File: config.mk
export PLATFORM = sky130hd
export DESIGN_NAME = dest_reg_tracker
export DESIGN_NICKNAME = d
export VERILOG_FILES = /design/src/rtl/dest_reg_tracker.sv
export SDC_FILE = /design/constraint.sdc
export NUM_CORES = 1
export LEC_CHECK = 0
export CORE_MARGIN = 2
export CORE_UTILIZATION = 49
export DETAILED_ROUTE_END_ITERATION = 16
export GPL_TIMING_DRIVEN = 0
export HOLD_SLACK_MARGIN = 0.05
export PLACE_DENSITY = 0.85
export SYNTH_ARGS = -nofsm -noshare
export SYNTH_HDL_FRONTEND = slang
export SYNTH_SLANG_ARGS = --single-unit
export TNS_END_PERCENT = 100
File: constraint.sdc
create_clock -name CLK -period 4.9 [get_ports CLK]
set_input_delay 1.225 -clock CLK [delete_from_list [all_inputs] [get_ports CLK]]
set_output_delay 1.225 -clock CLK [all_outputs]
set_load 0.05 [all_outputs]
File: src/rtl/dest_reg_tracker.sv
// Destination-register tracker: carries {wen, rd, ld} through EX, MEM and WB for the
// forwarding unit, flags load-use hazards that need a bubble, and counts stall cycles.
module dest_reg_tracker #(
  parameter int REG_W = 5,
  parameter int CNT_W = 16
) (
  input  logic             CLK,
  input  logic             RST,
  input  logic             pipe_en,
  input  logic             flush_dec,
  input  logic             regWEN_dec,
  input  logic             memRead_dec,
  input  logic [REG_W-1:0] Rd_dec,
  input  logic [REG_W-1:0] Rs_dec,
  input  logic [REG_W-1:0] Rt_dec,
  input  logic             useRt_dec,
  output logic             regWEN_ex,
  output logic [REG_W-1:0] Rd_ex,
  output logic             regWEN_mem,
  output logic [REG_W-1:0] Rd_mem,
  output logic             regWEN_wb,
  output logic [REG_W-1:0] Rd_wb,
  output logic             loaduse_stall,
  output logic [CNT_W-1:0] stall_count
);

  typedef struct packed {
    logic             wen;
    logic [REG_W-1:0] rd;
    logic             ld;
  } entry_t;

  localparam entry_t         BUBBLE  = entry_t'({(REG_W + 2){1'b0}});
  localparam logic [CNT_W-1:0] CNT_ONE = {{(CNT_W - 1){1'b0}}, 1'b1};
  localparam logic [CNT_W-1:0] CNT_MAX = {CNT_W{1'b1}};

  // Register 0 is hardwired, so a write to it is never tracked as a producer.
  function automatic entry_t make_entry(input logic wen, input logic ld,
                                        input logic [REG_W-1:0] rd);
    entry_t e;
    logic   live;
    live  = wen & (rd != {REG_W{1'b0}});
    e.wen = live;
    e.rd  = rd;
    e.ld  = live & ld;
    return e;
  endfunction

  entry_t           r_ex;
  entry_t           r_mem;
  entry_t           r_wb;
  logic [CNT_W-1:0] r_cnt;

  entry_t           w_dec_entry;
  entry_t           w_ex_next;
  logic             w_src_hit;
  logic             w_stall;
  logic [CNT_W-1:0] w_cnt_next;

  // Hazard detection, next EX entry and saturating counter increment.
  always_comb begin
    w_dec_entry = make_entry(regWEN_dec, memRead_dec, Rd_dec);
    w_src_hit   = (r_ex.rd == Rs_dec) | (useRt_dec & (r_ex.rd == Rt_dec));

    if (RST) begin
      w_stall = 1'b0;
    end else begin
      w_stall = r_ex.ld & r_ex.wen & w_src_hit;
    end

    // A flush and a stall together still inject only one bubble.
    if (flush_dec | w_stall) begin
      w_ex_next = BUBBLE;
    end else begin
      w_ex_next = w_dec_entry;
    end

    if (r_cnt == CNT_MAX) begin
      w_cnt_next = r_cnt;
    end else begin
      w_cnt_next = r_cnt + CNT_ONE;
    end
  end

  // Stage shift register and stall counter; everything holds while the pipe is frozen.
  always_ff @(posedge CLK) begin
    if (RST) begin
      r_ex  <= BUBBLE;
      r_mem <= BUBBLE;
      r_wb  <= BUBBLE;
      r_cnt <= {CNT_W{1'b0}};
    end else if (pipe_en) begin
      r_ex  <= w_ex_next;
      r_mem <= r_ex;
      r_wb  <= r_mem;
      if (w_stall) begin
        r_cnt <= w_cnt_next;
      end
    end
  end

  assign regWEN_ex     = r_ex.wen;
  assign Rd_ex         = r_ex.rd;
  assign regWEN_mem    = r_mem.wen;
  assign Rd_mem        = r_mem.rd;
  assign regWEN_wb     = r_wb.wen;
  assign Rd_wb         = r_wb.rd;
  assign loaduse_stall = w_stall;
  assign stall_count   = r_cnt;

endmodule

# Word level (Yosys, flattened, before mapping)
# Index checks and enable logic that the tools add are counted.
dict set report word_totals {
  wordCells 24
  regBits 35
}
dict set report classes {
  mux 2
  n_reduce_logical 2
  n_addsub 1
  n_bitwise 8
  eq_ne 3
}
# op n
set ops {}
lappend ops {{$add 16x1->16 const B} 1}
lappend ops {{$eq 16x16->1 const B} 1}
lappend ops {{$eq 5x5->1} 2}
lappend ops {{$mux 7} 1}
lappend ops {{$and 1x1->1} 5}
lappend ops {{$reduce_bool 5->1} 1}
lappend ops {{$reduce_and 3->1} 1}
lappend ops {{$or 1x1->1} 2}
lappend ops {{$mux 1} 1}
lappend ops {{$not 1->1} 1}

# Longest topological paths before layout
dict set report depth {
  ltp_word 7
  ltp_mapped 8
}

# Worst setup path after synthesis
# OpenSTA, ideal clock, no wires.
dict set report synth_path {
  path_type {input to output}
  start {input RST}
  end {output loaduse_stall}
  slack_ns 1.060
  stages 5
  arrival_time_ns 2.615
  t_required_ns 3.675
  cell_sequence {buf_6 > nand3b_4 > or4_4 > o32a_1 > inv_1}
}
dict set report synth_via {
  elab_chain_len 1
}
# item line
set synth_rtl {}
lappend synth_rtl {{from (decl)} 8} ;# input logic RST,
lappend synth_rtl {{$mux 1} 65} ;# if (RST) begin
lappend synth_rtl {{to (decl)} 23} ;# output logic loaduse_stall,
# No other way between the ends.

# Final worst setup path
dict set report layout_path {
  start {input Rs_dec[4]}
  end {output loaduse_stall}
}
dict set report layout_via {
  elab_chain_len 4
}
# item line
set layout_rtl {}
lappend layout_rtl {{from (decl)} 14} ;# input logic [REG_W-1:0] Rs_dec,
lappend layout_rtl {{$eq 5x5->1} 63} ;# w_src_hit = (r_ex.rd == Rs_dec) | (useRt_dec & (r_ex.rd == Rt_dec));
lappend layout_rtl {{$or 1x1->1} 63}
lappend layout_rtl {{$and 1x1->1} 68} ;# w_stall = r_ex.ld & r_ex.wen & w_src_hit;
lappend layout_rtl {{$mux 1} 65}
# No other way between the ends.

==> summary by stage <==
Outcome
The flow ran to the end, and the final reports show no timing, DRC or antenna violations.

STA
Setup repair after global routing left no endpoint under its margin. The number of max-slew violations in the final report came to 0. Clock skew on the completed layout was measured at between 0.015 and 0.02 ns. The number of endpoints with negative hold slack in the final report is 0. Derived from the worst setup path, the maximum achievable clock frequency is approximately 210 MHz. The post-route minimum period is roughly 4.7 ns. After routing, the total negative slack on setup checks comes to 0 ns. The final count of negative-setup-slack endpoints is 0.

The remaining max-slew budget at the tightest pin is 0.459. Dividing the final minimum period by the clock period gives 0.959. Setup slack closes at 0.199 ns.

At the pin with the least slew margin, the transition time is between 0.8 and 0.9 ns.

Floorplanning
The die width is approximately 63 um. In this run the core area contains 21 standard-cell rows. The vertical die dimension is ~63 um. The die outline area is 3970 um^2. For this design the top-level I/O count stands at 57. For this configuration, the core starts out at a cell density of 0.511. The area inside the core boundary is roughly 3300 um^2.

Yosys
The number of synthesized flops with an enable pin is 0. The number of different library cells used by synthesis comes to 35. The main combinational cell family by area after synthesis is simple AND/OR/NAND/NOR gates. The cell taking the most area after synthesis is sky130_fd_sc_hd__dfxtp_1. The most used flip-flop cell after synthesis is sky130_fd_sc_hd__dfxtp_1. The top-area cell type share of the netlist area is 0.411. After synthesis, the cell types taking the most area are sky130_fd_sc_hd__dfxtp_1 (41%), sky130_fd_sc_hd__mux2i_1 (7.0%), sky130_fd_sc_hd__or4_1 (5.3%). For this run, the number of Yosys warnings is 0.

Of the total synthesized cell area, the portion taken by AND, OR, NAND and NOR gates is 0.216. Counting every instance in the synthesized netlist gives 190. The adder-cell area share of the yosys netlist is 0.00734. Counting flops and latches in the post-synthesis netlist gives 35.

The dominant cell by count in the synthesized netlist is sky130_fd_sc_hd__dfxtp_1. The cell area that synthesis handed to floorplanning was 1710 um^2. The net count after synthesis is between 200 and 250. The share of cell area taken by muxes after synthesis is 0.0770. The proportion of synthesized flip-flops having asynchronous set or reset is 0.

The synthesized area per cell is approximately 9 um^2. The portion of the post-synthesis area used by sequential elements is 0.411. The commonest cells after synthesis are sky130_fd_sc_hd__dfxtp_1 (35), sky130_fd_sc_hd__nor2_1 (22), sky130_fd_sc_hd__a21oi_1 (13). The compound-cell area share of the yosys netlist was 0.168. The synthesized-area fraction occupied by xor and xnor cells is 0.0514.

Worst setup path
The startpoint type of the worst setup path is an input port. Walking the worst path, the cells encountered are clkdlybuf4s50_1, xor2_1, or4_4, o32a_1, inv_1, clkdlybuf4s50_1. The largest stage delay on the critical path is between 0.7 and 0.8 ns. The required time at the endpoint of the critical path is around 3.7 ns. The cell type with the highest occurrence count on the critical path is sky130_fd_sc_hd__clkdlybuf4s50_1. The critical path in this run is classified as in2out. Along the worst path, the maximum fanout reaches 8.

Among all stages on the critical path, the largest delay is contributed by sky130_fd_sc_hd__clkdlybuf4s50_1. The data arrival at the endpoint of the critical path is roughly 3.5 ns. The worst setup path is captured at an output port.

Clock network
Clock tree synthesis inserted a total of 5 buffers. The number of H-tree branching levels is 2. The buffer depth of the longest clock path is 2. The TritonCTS sink count is 35. The TritonCTS clock tree is done. The post-CTS setup-driven buffer insertion count is 0. Post-CTS repair changed the size of 0 cells. The CTS root buffer is sky130_fd_sc_hd__clkbuf_4. Hold repair after CTS inserted 0 buffers. Clock-pin slew was measured on the worst setup and hold paths at ~0.11 ns. The latest clock arrival within the worst-skew pair is between 0.3 and 0.4 ns.

Routing
For this run, design rule violations remaining after detail routing come to 0. The starting DRC count in detailed routing is 70. After detailed routing, the total wire length is between 4000 and 5000 um. The routed wire length per instance is approximately 14 um. The remaining antenna violation count after routing is 0. The first detailed-routing pass ran for 4 iterations.

In the routed layout, each cell is associated on average with a via count of roughly 5.7. The routed via count is approximately 1.7k.

Global routing
The first global-routing pass estimated approximately 7000 um of wire. The pin count of the biggest net entering global routing is 12. The number of global-route vias before repair came to between 1k and 1.5k.

The total overflow left after global routing is 0. For this run, the total global-route usage over all layers was measured as 0.223. The number of antenna violations at the first check in global routing is 0.

Placed design
The worst setup slack after placement is around 0.21 ns. Routability-driven placement finished with a final weighted congestion of a little over 0.8. Once detailed placement completed, the half-perimeter wirelength came to about 3100 um. The number of buffers added on ports is 54.

Power and ir drop
The power density relative to cell area is around 240 nW/um^2. The reported leakage power is about 0.85 nW. VDD sags by at most around 0.00019 V.

Cells and area
The post-route core utilization is 0.716. The share of final-layout standard cells stronger than drive strength 1 is 0.0833. The repair_antennas step left the layout with diodes totalling 0. The layout net count is 274. From synthesis to final layout, the design area changed by 40.1%.

Flow run
The number of max-capacitance violations reported is 0.

Hold path
The worst hold path belongs to the class reg2reg.
[layout by cell type, fill, tap and decap left out, types with 5 or more instances in the layout]
cell / Yosys / final
sky130_fd_sc_hd__nand2_1: 11 / 11
sky130_fd_sc_hd__xnor2_1: 7 / 7
sky130_fd_sc_hd__or4_1: 12 / 12
sky130_fd_sc_hd__clkbuf_4: 0 / 5
sky130_fd_sc_hd__a21oi_1: 13 / 13
sky130_fd_sc_hd__nand3_1: 5 / 5
sky130_fd_sc_hd__buf_4: 5 / 5
sky130_fd_sc_hd__clkdlybuf4s50_1: 0 / 54
sky130_fd_sc_hd__a32oi_1: 6 / 6
sky130_fd_sc_hd__nor2_1: 22 / 22
sky130_fd_sc_hd__dfxtp_1: 35 / 35
sky130_fd_sc_hd__nand4_1: 6 / 6
sky130_fd_sc_hd__clkbuf_1: 6 / 6
sky130_fd_sc_hd__o31ai_1: 10 / 10
sky130_fd_sc_hd__mux2i_1: 12 / 12
sky130_fd_sc_hd__inv_1: 6 / 6
[routing by layer]
layer  global-route usage  wire length, um  vias up
met3               0.0559              304        8
met4               0.0667               68        0
li1                     -                -      826
met1                0.304             1910      789
met5                    0                0        -
met2                0.346             1990       64
[cell families after synthesis]
logic type / count (synthesis)
DFF: 35
adders and majority gates: 1
and+or+nand+nor: 68
muxes: 13
buffers and inverters: 22
AOI/OAI and AO/OA: 41
xor gates and xnor gates: 10
[state kept, by name, indices dropped and copies added (netlist names)]
signal       flops
regWEN_ex        1
Rd_mem           5
Rd_wb            5
regWEN_wb        1
Rd_ex            5
regWEN_mem       1
r_ex             1
stall_count     16
[final cells by class]
class                   instances  area [um^2]
plain buffers                  15         91.3
clock buffers                   6         51.3
clock inverters                 2         35.0
fillers                       281          947
inverters                       7         26.3
multi-input cells             133          887
flip-flops and latches         35          701
well taps                      46         57.6
repair buffers                 54          541
[power breakdown]
| part | internal, mW | switching [mW] | total [mW] |
|---|---|---|---|
| Clock | 0.121 | 0.0961 | 0.217 |
| Sequential | 0.288 | 0.00457 | 0.292 |
| Combinational | 0.0325 | 0.0328 | 0.0653 |
| Total | 0.441 | 0.133 | 0.574 |
[metrics by stage]
| stage | cells | power (mW) | cell area, um^2 | hold slack, ns |
|---|---|---|---|---|
| after CTS | 298 | 0.579 | 2390 | 0.502 |
| after global routing | 298 | 0.601 | 2390 | 0.534 |
| final | 298 | 0.574 | 2390 | 0.499 |
| after global placement | 290 | 0.363 | 2300 | 0.475 |
| after floorplan | 190 | 0.335 | 1710 | 0.476 |
| after detailed placement | 290 | 0.364 | 2300 | 0.480 |
[final timing paths]
path	start	endpoint	slack [ns]	cells after the start
hold reg to reg	regWEN_wb	regWEN_wb	0.50	2
setup reg to reg	stall_count[13]	stall_count[2]	2.63	6
hold / removal	regWEN_wb	regWEN_wb	0.50	2
setup / recovery	Rs_dec[4]	loaduse_stall	0.20	6
[worst max-delay path, delay by kind of cell]
kind,cells,cell delay [ns]
compound gates,1,0.28
xor+xnor,1,0.15
buf+inv,3,1.30
simple gates,1,0.52
Note: power is estimated with default switching activity, not from simulation.
